File: src/rtl/rv32_mod_bus_arbiter_if.sv
// Bus bundle for the two-master / one-slave arbiter: fetch port, load/store port,
// shared memory port and status. 'slave' is the arbiter's view, 'master' is the environment's.
interface rv32_mod_bus_arbiter_if;
  logic        instr_req;
  logic [31:0] instr_addr;
  logic        instr_ack;
  logic        instr_err;
  logic [31:0] instr_data_o;

  logic        data_req;
  logic        data_wr;
  logic [3:0]  data_be;
  logic [31:0] data_addr;
  logic [31:0] data_data_i;
  logic        data_ack;
  logic        data_err;
  logic [31:0] data_data_o;

  logic        mem_req;
  logic        mem_wr;
  logic [3:0]  mem_be;
  logic [31:0] mem_addr;
  logic [31:0] mem_data_o;
  logic        mem_ack;
  logic        mem_err;
  logic [31:0] mem_data_i;

  logic        busy;
  logic        grant_data;

  modport slave (
    input  instr_req, instr_addr,
    input  data_req, data_wr, data_be, data_addr, data_data_i,
    input  mem_ack, mem_err, mem_data_i,
    output instr_ack, instr_err, instr_data_o,
    output data_ack, data_err, data_data_o,
    output mem_req, mem_wr, mem_be, mem_addr, mem_data_o,
    output busy, grant_data
  );

  modport master (
    output instr_req, instr_addr,
    output data_req, data_wr, data_be, data_addr, data_data_i,
    output mem_ack, mem_err, mem_data_i,
    input  instr_ack, instr_err, instr_data_o,
    input  data_ack, data_err, data_data_o,
    input  mem_req, mem_wr, mem_be, mem_addr, mem_data_o,
    input  busy, grant_data
  );
endinterface

File: src/rtl/rv32_mod_bus_arbiter.sv
// Shares one memory port between instruction fetch and load/store, with fixed or
// round-robin arbitration, zero-latency response routing and a response timeout.
module rv32_mod_bus_arbiter #(
  parameter int DATA_PRIORITY  = 1,
  parameter int TIMEOUT_CYCLES = 255
) (
  input logic                   clk,
  input logic                   reset,
  rv32_mod_bus_arbiter_if.slave bus
);
  typedef enum logic [1:0] {
    IDLE   = 2'd0,
    BUSY_I = 2'd1,
    BUSY_D = 2'd2,
    TOUT   = 2'd3
  } state_t;

  localparam bit          FIXED_PRIORITY = (DATA_PRIORITY != 0);
  localparam bit          TIMEOUT_EN     = (TIMEOUT_CYCLES != 0);
  localparam logic [15:0] TIMEOUT_LAST   = TIMEOUT_EN ? 16'(TIMEOUT_CYCLES - 1) : 16'd0;

  state_t      state_reg, state_next;
  logic        grant_data_reg, grant_data_next;
  logic [15:0] cnt_reg, cnt_next;
  logic        mem_wr_reg, mem_wr_next;
  logic [3:0]  mem_be_reg, mem_be_next;
  logic [31:0] mem_addr_reg, mem_addr_next;
  logic [31:0] mem_wdata_reg, mem_wdata_next;
  logic        win_data;
  logic        responded;

  always_ff @(posedge clk) begin
    if (reset) begin
      state_reg      <= IDLE;
      grant_data_reg <= 1'b0;
      cnt_reg        <= 16'd0;
      mem_wr_reg     <= 1'b0;
      mem_be_reg     <= 4'h0;
      mem_addr_reg   <= 32'h0;
      mem_wdata_reg  <= 32'h0;
    end else begin
      state_reg      <= state_next;
      grant_data_reg <= grant_data_next;
      cnt_reg        <= cnt_next;
      mem_wr_reg     <= mem_wr_next;
      mem_be_reg     <= mem_be_next;
      mem_addr_reg   <= mem_addr_next;
      mem_wdata_reg  <= mem_wdata_next;
    end
  end

  // grant_data_reg doubles as the round-robin history: on a tie the other port wins.
  always_comb begin
    state_next      = state_reg;
    grant_data_next = grant_data_reg;
    cnt_next        = cnt_reg;
    mem_wr_next     = mem_wr_reg;
    mem_be_next     = mem_be_reg;
    mem_addr_next   = mem_addr_reg;
    mem_wdata_next  = mem_wdata_reg;
    win_data        = bus.data_req && (!bus.instr_req || FIXED_PRIORITY || !grant_data_reg);
    responded       = bus.mem_ack || bus.mem_err;

    case (state_reg)
      IDLE: begin
        if (win_data) begin
          state_next      = BUSY_D;
          grant_data_next = 1'b1;
          cnt_next        = 16'd0;
          mem_wr_next     = bus.data_wr;
          mem_be_next     = bus.data_be;
          mem_addr_next   = bus.data_addr;
          mem_wdata_next  = bus.data_data_i;
        end else if (bus.instr_req) begin
          state_next      = BUSY_I;
          grant_data_next = 1'b0;
          cnt_next        = 16'd0;
          mem_wr_next     = 1'b0;
          mem_be_next     = 4'hF;
          mem_addr_next   = bus.instr_addr;
          mem_wdata_next  = 32'h0;
        end
      end
      BUSY_I, BUSY_D: begin
        if (responded) begin
          state_next = IDLE;
        end else if (TIMEOUT_EN && (cnt_reg == TIMEOUT_LAST)) begin
          state_next = TOUT;
        end else if (cnt_reg != 16'hFFFF) begin
          cnt_next = cnt_reg + 16'd1;
        end
      end
      TOUT: begin
        state_next = IDLE;
      end
      default: begin
        state_next = IDLE;
      end
    endcase
  end

  // Responses are steered to the granted port only; everything is held at 0 during reset.
  always_comb begin
    bus.instr_ack    = 1'b0;
    bus.instr_err    = 1'b0;
    bus.instr_data_o = 32'h0;
    bus.data_ack     = 1'b0;
    bus.data_err     = 1'b0;
    bus.data_data_o  = 32'h0;
    bus.mem_req      = 1'b0;
    bus.mem_wr       = 1'b0;
    bus.mem_be       = 4'h0;
    bus.mem_addr     = 32'h0;
    bus.mem_data_o   = 32'h0;
    bus.busy         = 1'b0;
    bus.grant_data   = 1'b0;
    if (!reset) begin
      bus.busy       = (state_reg != IDLE);
      bus.grant_data = grant_data_reg;
      bus.mem_req    = (state_reg == BUSY_I) || (state_reg == BUSY_D);
      bus.mem_wr     = mem_wr_reg;
      bus.mem_be     = mem_be_reg;
      bus.mem_addr   = mem_addr_reg;
      bus.mem_data_o = mem_wdata_reg;
      case (state_reg)
        BUSY_I: begin
          bus.instr_ack    = bus.mem_ack && !bus.mem_err;
          bus.instr_err    = bus.mem_err;
          bus.instr_data_o = bus.mem_data_i;
        end
        BUSY_D: begin
          bus.data_ack    = bus.mem_ack && !bus.mem_err;
          bus.data_err    = bus.mem_err;
          bus.data_data_o = bus.mem_data_i;
        end
        TOUT: begin
          bus.instr_err = !grant_data_reg;
          bus.data_err  = grant_data_reg;
        end
        default: begin
        end
      endcase
    end
  end
endmodule

File: src/flat_wrapper.sv
// flat-port wrapper written by rule: the top's interface ports become plain ports
module rv32_mod_bus_arbiter_flat 
#(
  parameter int DATA_PRIORITY  = 1,
  parameter int TIMEOUT_CYCLES = 255
)
  (clk, reset, bus_instr_req, bus_instr_addr, bus_data_req, bus_data_wr, bus_data_be, bus_data_addr, bus_data_data_i, bus_mem_ack, bus_mem_err, bus_mem_data_i, bus_instr_ack, bus_instr_err, bus_instr_data_o, bus_data_ack, bus_data_err, bus_data_data_o, bus_mem_req, bus_mem_wr, bus_mem_be, bus_mem_addr, bus_mem_data_o, bus_busy, bus_grant_data);
  rv32_mod_bus_arbiter_if bus_i ();
  input logic clk;
  input logic reset;
  input wire logic [$bits(bus_i.instr_req)-1:0] bus_instr_req;
  input wire logic [$bits(bus_i.instr_addr)-1:0] bus_instr_addr;
  input wire logic [$bits(bus_i.data_req)-1:0] bus_data_req;
  input wire logic [$bits(bus_i.data_wr)-1:0] bus_data_wr;
  input wire logic [$bits(bus_i.data_be)-1:0] bus_data_be;
  input wire logic [$bits(bus_i.data_addr)-1:0] bus_data_addr;
  input wire logic [$bits(bus_i.data_data_i)-1:0] bus_data_data_i;
  input wire logic [$bits(bus_i.mem_ack)-1:0] bus_mem_ack;
  input wire logic [$bits(bus_i.mem_err)-1:0] bus_mem_err;
  input wire logic [$bits(bus_i.mem_data_i)-1:0] bus_mem_data_i;
  output wire logic [$bits(bus_i.instr_ack)-1:0] bus_instr_ack;
  output wire logic [$bits(bus_i.instr_err)-1:0] bus_instr_err;
  output wire logic [$bits(bus_i.instr_data_o)-1:0] bus_instr_data_o;
  output wire logic [$bits(bus_i.data_ack)-1:0] bus_data_ack;
  output wire logic [$bits(bus_i.data_err)-1:0] bus_data_err;
  output wire logic [$bits(bus_i.data_data_o)-1:0] bus_data_data_o;
  output wire logic [$bits(bus_i.mem_req)-1:0] bus_mem_req;
  output wire logic [$bits(bus_i.mem_wr)-1:0] bus_mem_wr;
  output wire logic [$bits(bus_i.mem_be)-1:0] bus_mem_be;
  output wire logic [$bits(bus_i.mem_addr)-1:0] bus_mem_addr;
  output wire logic [$bits(bus_i.mem_data_o)-1:0] bus_mem_data_o;
  output wire logic [$bits(bus_i.busy)-1:0] bus_busy;
  output wire logic [$bits(bus_i.grant_data)-1:0] bus_grant_data;
  assign bus_i.instr_req = bus_instr_req;
  assign bus_i.instr_addr = bus_instr_addr;
  assign bus_i.data_req = bus_data_req;
  assign bus_i.data_wr = bus_data_wr;
  assign bus_i.data_be = bus_data_be;
  assign bus_i.data_addr = bus_data_addr;
  assign bus_i.data_data_i = bus_data_data_i;
  assign bus_i.mem_ack = bus_mem_ack;
  assign bus_i.mem_err = bus_mem_err;
  assign bus_i.mem_data_i = bus_mem_data_i;
  assign bus_instr_ack = bus_i.instr_ack;
  assign bus_instr_err = bus_i.instr_err;
  assign bus_instr_data_o = bus_i.instr_data_o;
  assign bus_data_ack = bus_i.data_ack;
  assign bus_data_err = bus_i.data_err;
  assign bus_data_data_o = bus_i.data_data_o;
  assign bus_mem_req = bus_i.mem_req;
  assign bus_mem_wr = bus_i.mem_wr;
  assign bus_mem_be = bus_i.mem_be;
  assign bus_mem_addr = bus_i.mem_addr;
  assign bus_mem_data_o = bus_i.mem_data_o;
  assign bus_busy = bus_i.busy;
  assign bus_grant_data = bus_i.grant_data;
  rv32_mod_bus_arbiter #(.DATA_PRIORITY(DATA_PRIORITY), .TIMEOUT_CYCLES(TIMEOUT_CYCLES)) u_core (.clk(clk), .reset(reset), .bus(bus_i));
endmodule
File: config.mk
export PLATFORM = sky130hd
export DESIGN_NAME = rv32_mod_bus_arbiter_flat
export DESIGN_NICKNAME = d
export VERILOG_FILES = /design/src/rtl/rv32_mod_bus_arbiter_if.sv /design/src/rtl/rv32_mod_bus_arbiter.sv /design/src/flat_wrapper.sv
export SDC_FILE = /design/constraint.sdc
export NUM_CORES = 1
export LEC_CHECK = 0
export BUFFER_PORTS_ARGS = -buffer_cell sky130_fd_sc_hd__buf_4
export CAP_MARGIN = 30
export CORE_AREA = 2 2 109 111
export CTS_CLUSTER_SIZE = 28
export DETAILED_ROUTE_END_ITERATION = 8
export DIE_AREA = 0 0 111 113
export PLACE_DENSITY = 0.78
export RECOVER_POWER = 100
export SYNTH_ARGS = -nofsm -noshare
export SYNTH_HDL_FRONTEND = slang
export SYNTH_SLANG_ARGS = --single-unit
File: constraint.sdc
create_clock -name clk -period 3.63 [get_ports clk]
set_input_delay 0.363 -clock clk [delete_from_list [all_inputs] [get_ports clk]]
set_output_delay 0.363 -clock clk [all_outputs]
set_load 0.01 [all_outputs]
==> impl_metrics.yaml, run 1 <==
cts:
  tritoncts: "yes"
  postCtsHoldBufs: 0
  clkLatencyLatePin_ps: 340
  root_buffer: "clkbuf_16"
  cts_setup_buffers: 0
  worst_setup_hold_path_clk_slew_ps: 60
  cts.htree.levels: 3
  cts_resized: 0
  cts-root-to-sink-buffers: 2
  cts-buffers-inserted: 9
  numClockSinks: 88
power:
  power.density_nw_per_um2: 412
  ir_worst_vdd_mv: 0.359
  power.total_uw: 2780
  leakage_uw: 0.00288
detailed_routing:
  route.detailed.wl_per_inst_um: 14.4
  route.antenna.remaining_nets: 0
  detailroute.via_count: 4979
  via_per_inst: 5.01
  finalWirelength_um: 14300
  first_pass_iters: 4
  drt_drc_violations_left: 0
  drt-initial-drc-count: 201
synth:
  ys_types: 46
  syn_nets: 745
  ys_top_cells_by_area: "dfxtp_1, nor2b_1, and2_1, mux2i_1, nand2_1"
  synthesized_instance_count: 599
  ys_dominant_reg_cell: "dfxtp_1"
  syn_area_sq_um: 4770
  synth_area_per_cell_sq_um: 7.97
  ys_seq_elements: 88
  synth_largest_area_cell: "dfxtp_1"
  yosysTopAreaCellShare: 0.369
  synthesis.yosys.warnings: 0
  synth-edff-count: 0
  asyncSetResetFlopFracSynth: 0
  synth_sequential_area_ratio: 0.369
floorplanning:
  chipHeight_um: 113
  initial_utilization: 0.423
  design.die.area_sq_um: 12500
  die_width_um: 111
  standard_cell_rows: 39
  core_sq_um: 11300
  pin_count: 279
placement:
  placement.cell_area_sq_um: 6900
  io_buffers: 278
  hpwlAfterDp_um: 11000
  finalWeightedCongestion: 0.890
global_routing:
  grt_antenna_before_repair: 0
  grt_pass1_wl_um: 22500
  gr-total-overflow: 0
  first_global_vias: 4767
  groute.usage.overall: 0.217
  grt_max_degree: 92
cells_and_area:
  fillerInstances: 1121
  insertedDiodeCount: 0
  drive_gt1_frac: 0.239
  flow.area_growth_from_synthesis_pct: 41.6
  layout.cells.most_common_list: "buf_4, clkbuf_1, dfxtp_1, nand2_1, nor2b_1"
  mostFrequentLayoutCell: "buf_4"
  finish.net_count: 993
  postLayoutCellArea_sq_um: 6760
worst_hold_path:
  hp-class: "input pin to register"
sta:
  max_freq_mhz: 361
  timing.slew.headroom: -0.129
  worst_hold_slack_ps: 277
  final.setup.tns_ps: 0
  period_needed_ps: 2770
  grt_setup_unrepaired: "false"
  fin_skew_ps: 4.00
  worst_slew_pin_slew_ps: 1690
  fin_crit_sh: 0.763
  finalSetupViolCount: 0
  slew_viol_final: 92
  hold_viol: 0
critical_path:
  worst_path_fanout_max: 91
  crit_path_end: "bus_mem_data_o[26]"
  reg2regPathDepth: 6
  worst_ep_required_time_ps: 3270
  endpoint_kind: "primary output"
  worstPathArrival_ps: 2410
  worst-setup-path-type: "input pin to primary output"
  ff2ff_setup_slack_ps: 900
  worstSetupStartpoint: "reset"
  critical_path.reg2reg.startpoint: "u_core.cnt_reg[1]$_SDFFE_PP0P_"
  crit_path_start_kind: "input pin"
  worstReg2RegEnd: "u_core.cnt_reg[7]$_SDFFE_PP0P_"
flow_run:
  max_cap_violations: 1
run_status:
  status: "finished with violations"
  failed_checks: "capacitance limit, slew limit"
[logic make-up after synthesis]
family	Yosys count	share of synthesized area
AOI/OAI and AO/OA	115	0.151
and+or+nand+nor	302	0.337
buffers and inverters	53	0.0517
adders and majority gates	7	0.0184
DFF	88	0.369
muxes	34	0.0724
[final cells by class]
type / instances / area (sq um) / share of cell area
Tap cell: 143 / 179 / 0.0265
Timing Repair Buffer: 284 / 1770 / 0.262
Sequential cell: 88 / 1760 / 0.261
Inverter: 6 / 22.5 / 0.00333
Clock inverter: 3 / 17.5 / 0.00259
Clock buffer: 12 / 256 / 0.0380
Multi-Input combinational cell: 458 / 2750 / 0.406
[Yosys cell counts, drive strengths merged, types with 2 or more instances]
cell and count:
a211oi 34, a21oi 5, a31oi 3, a41oi 3
and2 67, and3 2, and3b 2, buf 14
clkbuf 32, dfxtp 88, ha 7, inv 5
mux2i 33, nand2 75, nand2b 2, nand3 7
nand3b 4, nand4 9, nor2 49, nor2b 75
nor3 3, o21ai 57, o31ai 6, o41ai 3
[worst max-delay path, stage by stage]
cell and delay [ps]:
buf_4 270, clkbuf_2 1270, nor2b_1 220, clkbuf_1 210
[layer usage]
metal | GRT usage | wire [um] | share of wire
met1 | 0.248 | 5680 | 0.40
met5 | 0 | 0 | 0
met2 | 0.387 | 7130 | 0.50
met4 | 0.116 | 563 | 0.039
met3 | 0.0402 | 944 | 0.066
[how the worst min path moves through the flow]
stage | from | end | slack, ps | cells after the start
after detailed placement | u_core.mem_addr_reg[10]$_SDFFE_PP0P_ | u_core.mem_addr_reg[10]$_SDFFE_PP0P_ | 490 | 2
after global routing | bus_data_data_i[10] | u_core.mem_wdata_reg[10]$_SDFFE_PP0P_ | 280 | 3
after CTS | bus_data_data_i[20] | u_core.mem_wdata_reg[20]$_SDFFE_PP0P_ | 270 | 3
final | bus_data_data_i[26] | u_core.mem_wdata_reg[26]$_SDFFE_PP0P_ | 280 | 3
after global placement | u_core.mem_addr_reg[16]$_SDFFE_PP0P_ | u_core.mem_addr_reg[16]$_SDFFE_PP0P_ | 480 | 2
after floorplan | u_core.cnt_reg[15]$_SDFFE_PP0P_ | u_core.cnt_reg[15]$_SDFFE_PP0P_ | 450 | 1
[per-stage QoR]
step | util | std cells | setup WS (ps)
floorplan | - | 599 | 1520
global placement | 0.610 | 978 | 1300
detailed placement | 0.612 | 979 | 1360
CTS | 0.636 | 994 | 1030
global route | 0.599 | 994 | 645
finish | 0.599 | 994 | 859
[report_power, final]
group | switching (uW) | total [uW] | internal, uW
Combinational | 448 | 796 | 347
Sequential | 45.4 | 1130 | 1080
Clock | 364 | 859 | 495
(Power assumes the default switching activity.)
==> run 2: changes to the inputs <==
Settings changed: CORE_AREA 2 2 109 111 to default, CORE_MARGIN from default to 2, CORE_UTILIZATION from default to 44, DIE_AREA 0 0 111 113 to default, PLACE_DENSITY 0.78 to 0.81.
Clock period 3.63 ns to 2.65 ns, I/O delays scaled along.
==> impl_metrics.yaml, run 2 (synthesized netlist as in run 1, its figures left out) <==
run_status:
  status: "finished clean"
critical_path:
  cp.depth: 6
  reg2regPathDepth: 6
  critical_path.reg2reg.startpoint: "u_core.state_reg[0]$_SDFFE_PP0P_"
  ff2ff_setup_slack_ps: 300
  worstPathArrival_ps: 2600
  endpoint_kind: "register"
  critical_path.n_buffers_inverters: 1
  crit_path_start_kind: "register"
  critical_path.cell_chain: "inv_1, ha_1, nor3b_1, and4_4, nand2_2, o41ai_1"
  critical_path.top_delay_family: "simple AND/OR/NAND/NOR gates"
  worstReg2RegEnd: "u_core.cnt_reg[9]$_SDFFE_PP0P_"
  worst_ep_required_time_ps: 2900
  critical-path-slowest-cell: "nor3b_1"
  worst-setup-path-type: "register to register"
  timing.critical_path.slowest_cell_delay_ps: 440
  worst_path_fanout_max: 10
detailed_routing:
  finalWirelength_um: 14700
  first_pass_iters: 4
  via_per_inst: 4.94
  detailroute.via_count: 4918
  drt_drc_violations_left: 0
  route.detailed.wl_per_inst_um: 14.8
  route.antenna.remaining_nets: 0
  drt-initial-drc-count: 293
sta:
  period_needed_ps: 2350
  worst_slew_pin_slew_ps: 828
  final.setup.tns_ps: 0
  max_freq_mhz: 426
  slew_viol_final: 0
  fin_crit_sh: 0.887
  hold_viol: 0
  finalSetupViolCount: 0
  grt_setup_unrepaired: "false"
  fin_skew_ps: 10.4
  timing.slew.headroom: 0.448
global_routing:
  first_global_vias: 4473
  gr-total-overflow: 0
  grt_pass1_wl_um: 22000
  groute.usage.overall: 0.238
  grt_antenna_before_repair: 1
  grt_max_degree: 82
floorplanning:
  standard_cell_rows: 38
  chipHeight_um: 108
  design.die.area_sq_um: 11700
  die_width_um: 108
  initial_utilization: 0.446
  core_sq_um: 10700
  pin_count: 279
worst_hold_path:
  timing.hold.worst_endpoint: "u_core.mem_wdata_reg[2]$_SDFFE_PP0P_"
  hold-path-cell-count: 3
  hp-class: "input pin to register"
  worst_hold_startpoint: "bus_data_data_i[2]"
flow_run:
  max_cap_violations: 0
power:
  pwr-share-seq: 0.440
  pwr-share-comb: 0.314
  ir_worst_vdd_mv: 0.345
  power.density_nw_per_um2: 524
  internal_power_uw: 2380
  power.net_switching_uw: 1130
  leakage_uw: 0.00286
  pwr-share-clk: 0.246
  power.share.switching: 0.323
cts:
  cts-buffers-inserted: 9
  cts_setup_buffers: 0
  cts-root-to-sink-buffers: 2
  worst_setup_hold_path_clk_slew_ps: 80
  postCtsHoldBufs: 0
  cts.htree.levels: 3
  numClockSinks: 88
  root_buffer: "clkbuf_8"
  clkLatencyLatePin_ps: 350
  cts_resized: 0
  tritoncts: "yes"
cells_and_area:
  postLayoutCellArea_sq_um: 6700
  finish.net_count: 996
  drive_gt1_frac: 0.249
  flow.area_growth_from_synthesis_pct: 40.3
  finish.utilization: 0.626
  layout.cells.most_common_list: "buf_4, clkbuf_1, dfxtp_1, nand2_1, nor2b_1"
  mostFrequentLayoutCell: "buf_4"
placement:
  io_buffers: 278
  finalWeightedCongestion: 0.837
  placement.cell_area_sq_um: 6920
  hpwlAfterDp_um: 11400
run 2: cell types whose count changed in the layout (fill, tap and decap cells not counted), moves of 3 or more:
cell	before	now
clkbuf_16	9	0
and2_1	28	31
clkbuf_4	0	3
clkbuf_8	2	12
and2_0	39	36
run 2: worst max-delay path by stage:
| stage | from | to | slack, ps |
|---|---|---|---|
| CTS | u_core.state_reg[0]$_SDFFE_PP0P_ | u_core.cnt_reg[9]$_SDFFE_PP0P_ | 320 |
| detailed placement | u_core.state_reg[0]$_SDFFE_PP0P_ | u_core.cnt_reg[9]$_SDFFE_PP0P_ | 350 |
| global placement | u_core.cnt_reg[0]$_SDFFE_PP0P_ | u_core.cnt_reg[5]$_SDFFE_PP0P_ | 490 |
| floorplan | u_core.state_reg[0]$_SDFFE_PP0P_ | u_core.cnt_reg[9]$_SDFFE_PP0P_ | 540 |
| finish | u_core.state_reg[0]$_SDFFE_PP0P_ | u_core.cnt_reg[9]$_SDFFE_PP0P_ | 300 |
| global route | u_core.cnt_reg[0]$_SDFFE_PP0P_ | u_core.cnt_reg[7]$_SDFFE_PP0P_ | 150 |
run 2: area by class of cell:
cell class              instances  area, sq um
fillers                       995         4000
multi-input cells             458         2780
repair buffers                287         1770
flip-flops and latches         88         1760
well taps                     140          175
clock buffers                  13          169
inverters                       6         22.5
clock inverters                 3         15.0
diodes                          1         2.50
run 2: power by group through the flow:
stage | logic (uW) | clock network [uW] | registers, uW
6_report | 1100 | 864 | 1540
5_1_grt | 1230 | 942 | 1560
4_1_cts | 1220 | 890 | 1540
3_5_place_dp | 1220 | 0 | 1570
3_3_place_gp | 1190 | 0 | 1560
2_1_floorplan | 711 | 0 | 1550
run 2: routing by layer:
metal	track usage	wire length, um	vias up	share of wire
met2	0.429	7460	186	0.51
met1	0.275	5820	2178	0.40
met5	0	0	-	0
met3	0.0464	1030	23	0.070
li1	-	-	2531	-
met4	0.0980	388	0	0.026
run 2: worst min-delay path, stage by stage:
cell and delay, ps:
buf_4 110, nand2_1 40, o21ai_0 60
run 2: through the flow:
| stage | setup WS [ps] | power, uW | cells | hold slack (ps) |
|---|---|---|---|---|
| floorplan | 537 | 2260 | 599 | 405 |
| global placement | 492 | 2750 | 979 | 482 |
| detailed placement | 349 | 2790 | 979 | 486 |
| CTS | 322 | 3650 | 995 | 145 |
| global route | 148 | 3740 | 996 | 147 |
| finish | 300 | 3510 | 996 | 158 |
==> run 3: changes to the inputs <==
Settings changed: PLACE_DENSITY 0.81 to 0.8.
==> impl_metrics.yaml, run 3 (synthesized netlist as in run 1, its figures left out) <==
floorplanning:
  pin_count: 279
  die_width_um: 108
  design.die.area_sq_um: 11700
  chipHeight_um: 108
  core_sq_um: 10700
  standard_cell_rows: 38
  initial_utilization: 0.446
global_routing:
  grt_pass1_wl_um: 22000
  groute.usage.overall: 0.238
  gr-total-overflow: 0
  first_global_vias: 4650
  grt_antenna_before_repair: 0
  grt_max_degree: 70
critical_path:
  critical_path.cell_chain: "inv_1, ha_1, nand2b_1, clkinv_1, clkbuf_1"
  worst-setup-path-type: "register to primary output"
  ff2ff_setup_slack_ps: 280
  endpoint_kind: "primary output"
  timing.critical_path.slowest_cell_delay_ps: 390
  worst_ep_required_time_ps: 2380
  critical_path.n_buffers_inverters: 3
  crit_path_start_kind: "register"
  critical_path.reg2reg.startpoint: "u_core.cnt_reg[0]$_SDFFE_PP0P_"
  reg2regPathDepth: 6
  critical-path-slowest-cell: "dfxtp_1"
  worst_path_fanout_max: 13
  critical_path.top_delay_family: "buffers and inverters"
  worstSetupStartpoint: "u_core.state_reg[0]$_SDFFE_PP0P_"
  worstPathArrival_ps: 2120
  worstReg2RegEnd: "u_core.cnt_reg[4]$_SDFFE_PP0P_"
flow_run:
  max_cap_violations: 0
sta:
  period_needed_ps: 2380
  max_freq_mhz: 420
  fin_skew_ps: 7.64
  grt_setup_unrepaired: "false"
  finalSetupViolCount: 0
  worst_slew_pin_slew_ps: 1080
  slew_viol_final: 0
  hold_viol: 0
  fin_crit_sh: 0.898
  setup_ws_ps: 270
  final.setup.tns_ps: 0
  timing.slew.headroom: 0.279
detailed_routing:
  finalWirelength_um: 14700
  route.detailed.wl_per_inst_um: 14.8
  drt-initial-drc-count: 247
  via_per_inst: 4.99
  drt_drc_violations_left: 0
  detailroute.via_count: 4948
  route.antenna.remaining_nets: 0
  first_pass_iters: 4
cells_and_area:
  layout.cells.most_common_list: "buf_4, clkbuf_1, dfxtp_1, nor2b_1, nand2_1"
  mostFrequentLayoutCell: "buf_4"
  finish.utilization: 0.619
  flow.area_growth_from_synthesis_pct: 38.8
  drive_gt1_frac: 0.234
  insertedDiodeCount: 0
  finish.net_count: 996
  fillerInstances: 1043
worst_hold_path:
  timing.hold.worst_endpoint: "u_core.mem_wdata_reg[18]$_SDFFE_PP0P_"
  hp-class: "input pin to register"
  worst_hold_startpoint: "bus_data_data_i[18]"
  hold-path-cell-count: 3
placement:
  finalWeightedCongestion: 0.861
  hpwlAfterDp_um: 11400
  pre_cts_ws_ps: 386
  io_buffers: 278
cts:
  cts.htree.levels: 3
  tritoncts: "yes"
  numClockSinks: 88
  cts_resized: 0
  cts-buffers-inserted: 9
  worst_setup_hold_path_clk_slew_ps: 80
  postCtsHoldBufs: 0
  clkLatencyLatePin_ps: 350
  cts_setup_buffers: 0
  cts-root-to-sink-buffers: 2
  root_buffer: "clkbuf_8"
run_status:
  status: "finished clean"
power:
  power.density_nw_per_um2: 519
  ir_worst_vdd_mv: 0.375
  leakage_uw: 0.00281
## run 3: cell types whose count changed in the layout (fill, tap and decap cells not counted), moves of 2 or more
cell	before	now
clkbuf_4	3	1
buf_4	181	175
clkbuf_1	100	108
and2_1	31	38
and2_0	36	29
clkinv_2	3	1
## run 3: report_power, final
group	switching (uW)	leakage, uW	total (uW)	internal [uW]
Sequential	62.9	0.000722	1540	1480
Clock	435	0.0000842	811	376
Combinational	615	0.00200	1090	471
## run 3: worst max path at each step
stage	depth (start not counted)	end	slack, ps
after global routing	5	bus_mem_req	70
after CTS	5	bus_mem_req	240
after floorplan	8	u_core.cnt_reg[9]$_SDFFE_PP0P_	540
after global placement	6	u_core.cnt_reg[5]$_SDFFE_PP0P_	500
after detailed placement	6	u_core.cnt_reg[9]$_SDFFE_PP0P_	390
final	5	bus_mem_req	270
## run 3: layout make-up
cell class / count / area [sq um] / share of cell area
Clock buffer: 12 / 155 / 0.0234
Clock inverter: 1 / 5.00 / 0.000756
Inverter: 6 / 22.5 / 0.00340
Multi-Input combinational cell: 458 / 2760 / 0.417
Sequential cell: 88 / 1760 / 0.266
Tap cell: 140 / 175 / 0.0265
Timing Repair Buffer: 287 / 1740 / 0.263
## run 3: worst min-delay path: cells and delay by family
family	cells	cell delay (ps)
AO/OA/AOI/OAI	1	60
AND/OR/NAND/NOR	1	40
buffers and inverters	1	110
## run 3: per-stage QoR
step / instance area, sq um / power, uW / hold slack, ps / cells
after floorplan: 4770 / 2260 / 405 / 599
after global placement: 6910 / 2750 / 483 / 979
after detailed placement: 6910 / 2780 / 486 / 979
after CTS: 7070 / 3590 / 144 / 992
after global routing: 6620 / 3660 / 167 / 992
final: 6620 / 3440 / 161 / 992
## run 3: metal layers
layer,wire length (um),share of wire,track usage
met5,0,0,0
met4,324,0.022,0.0897
met3,1090,0.074,0.0476
met2,7610,0.52,0.447
met1,5640,0.38,0.263
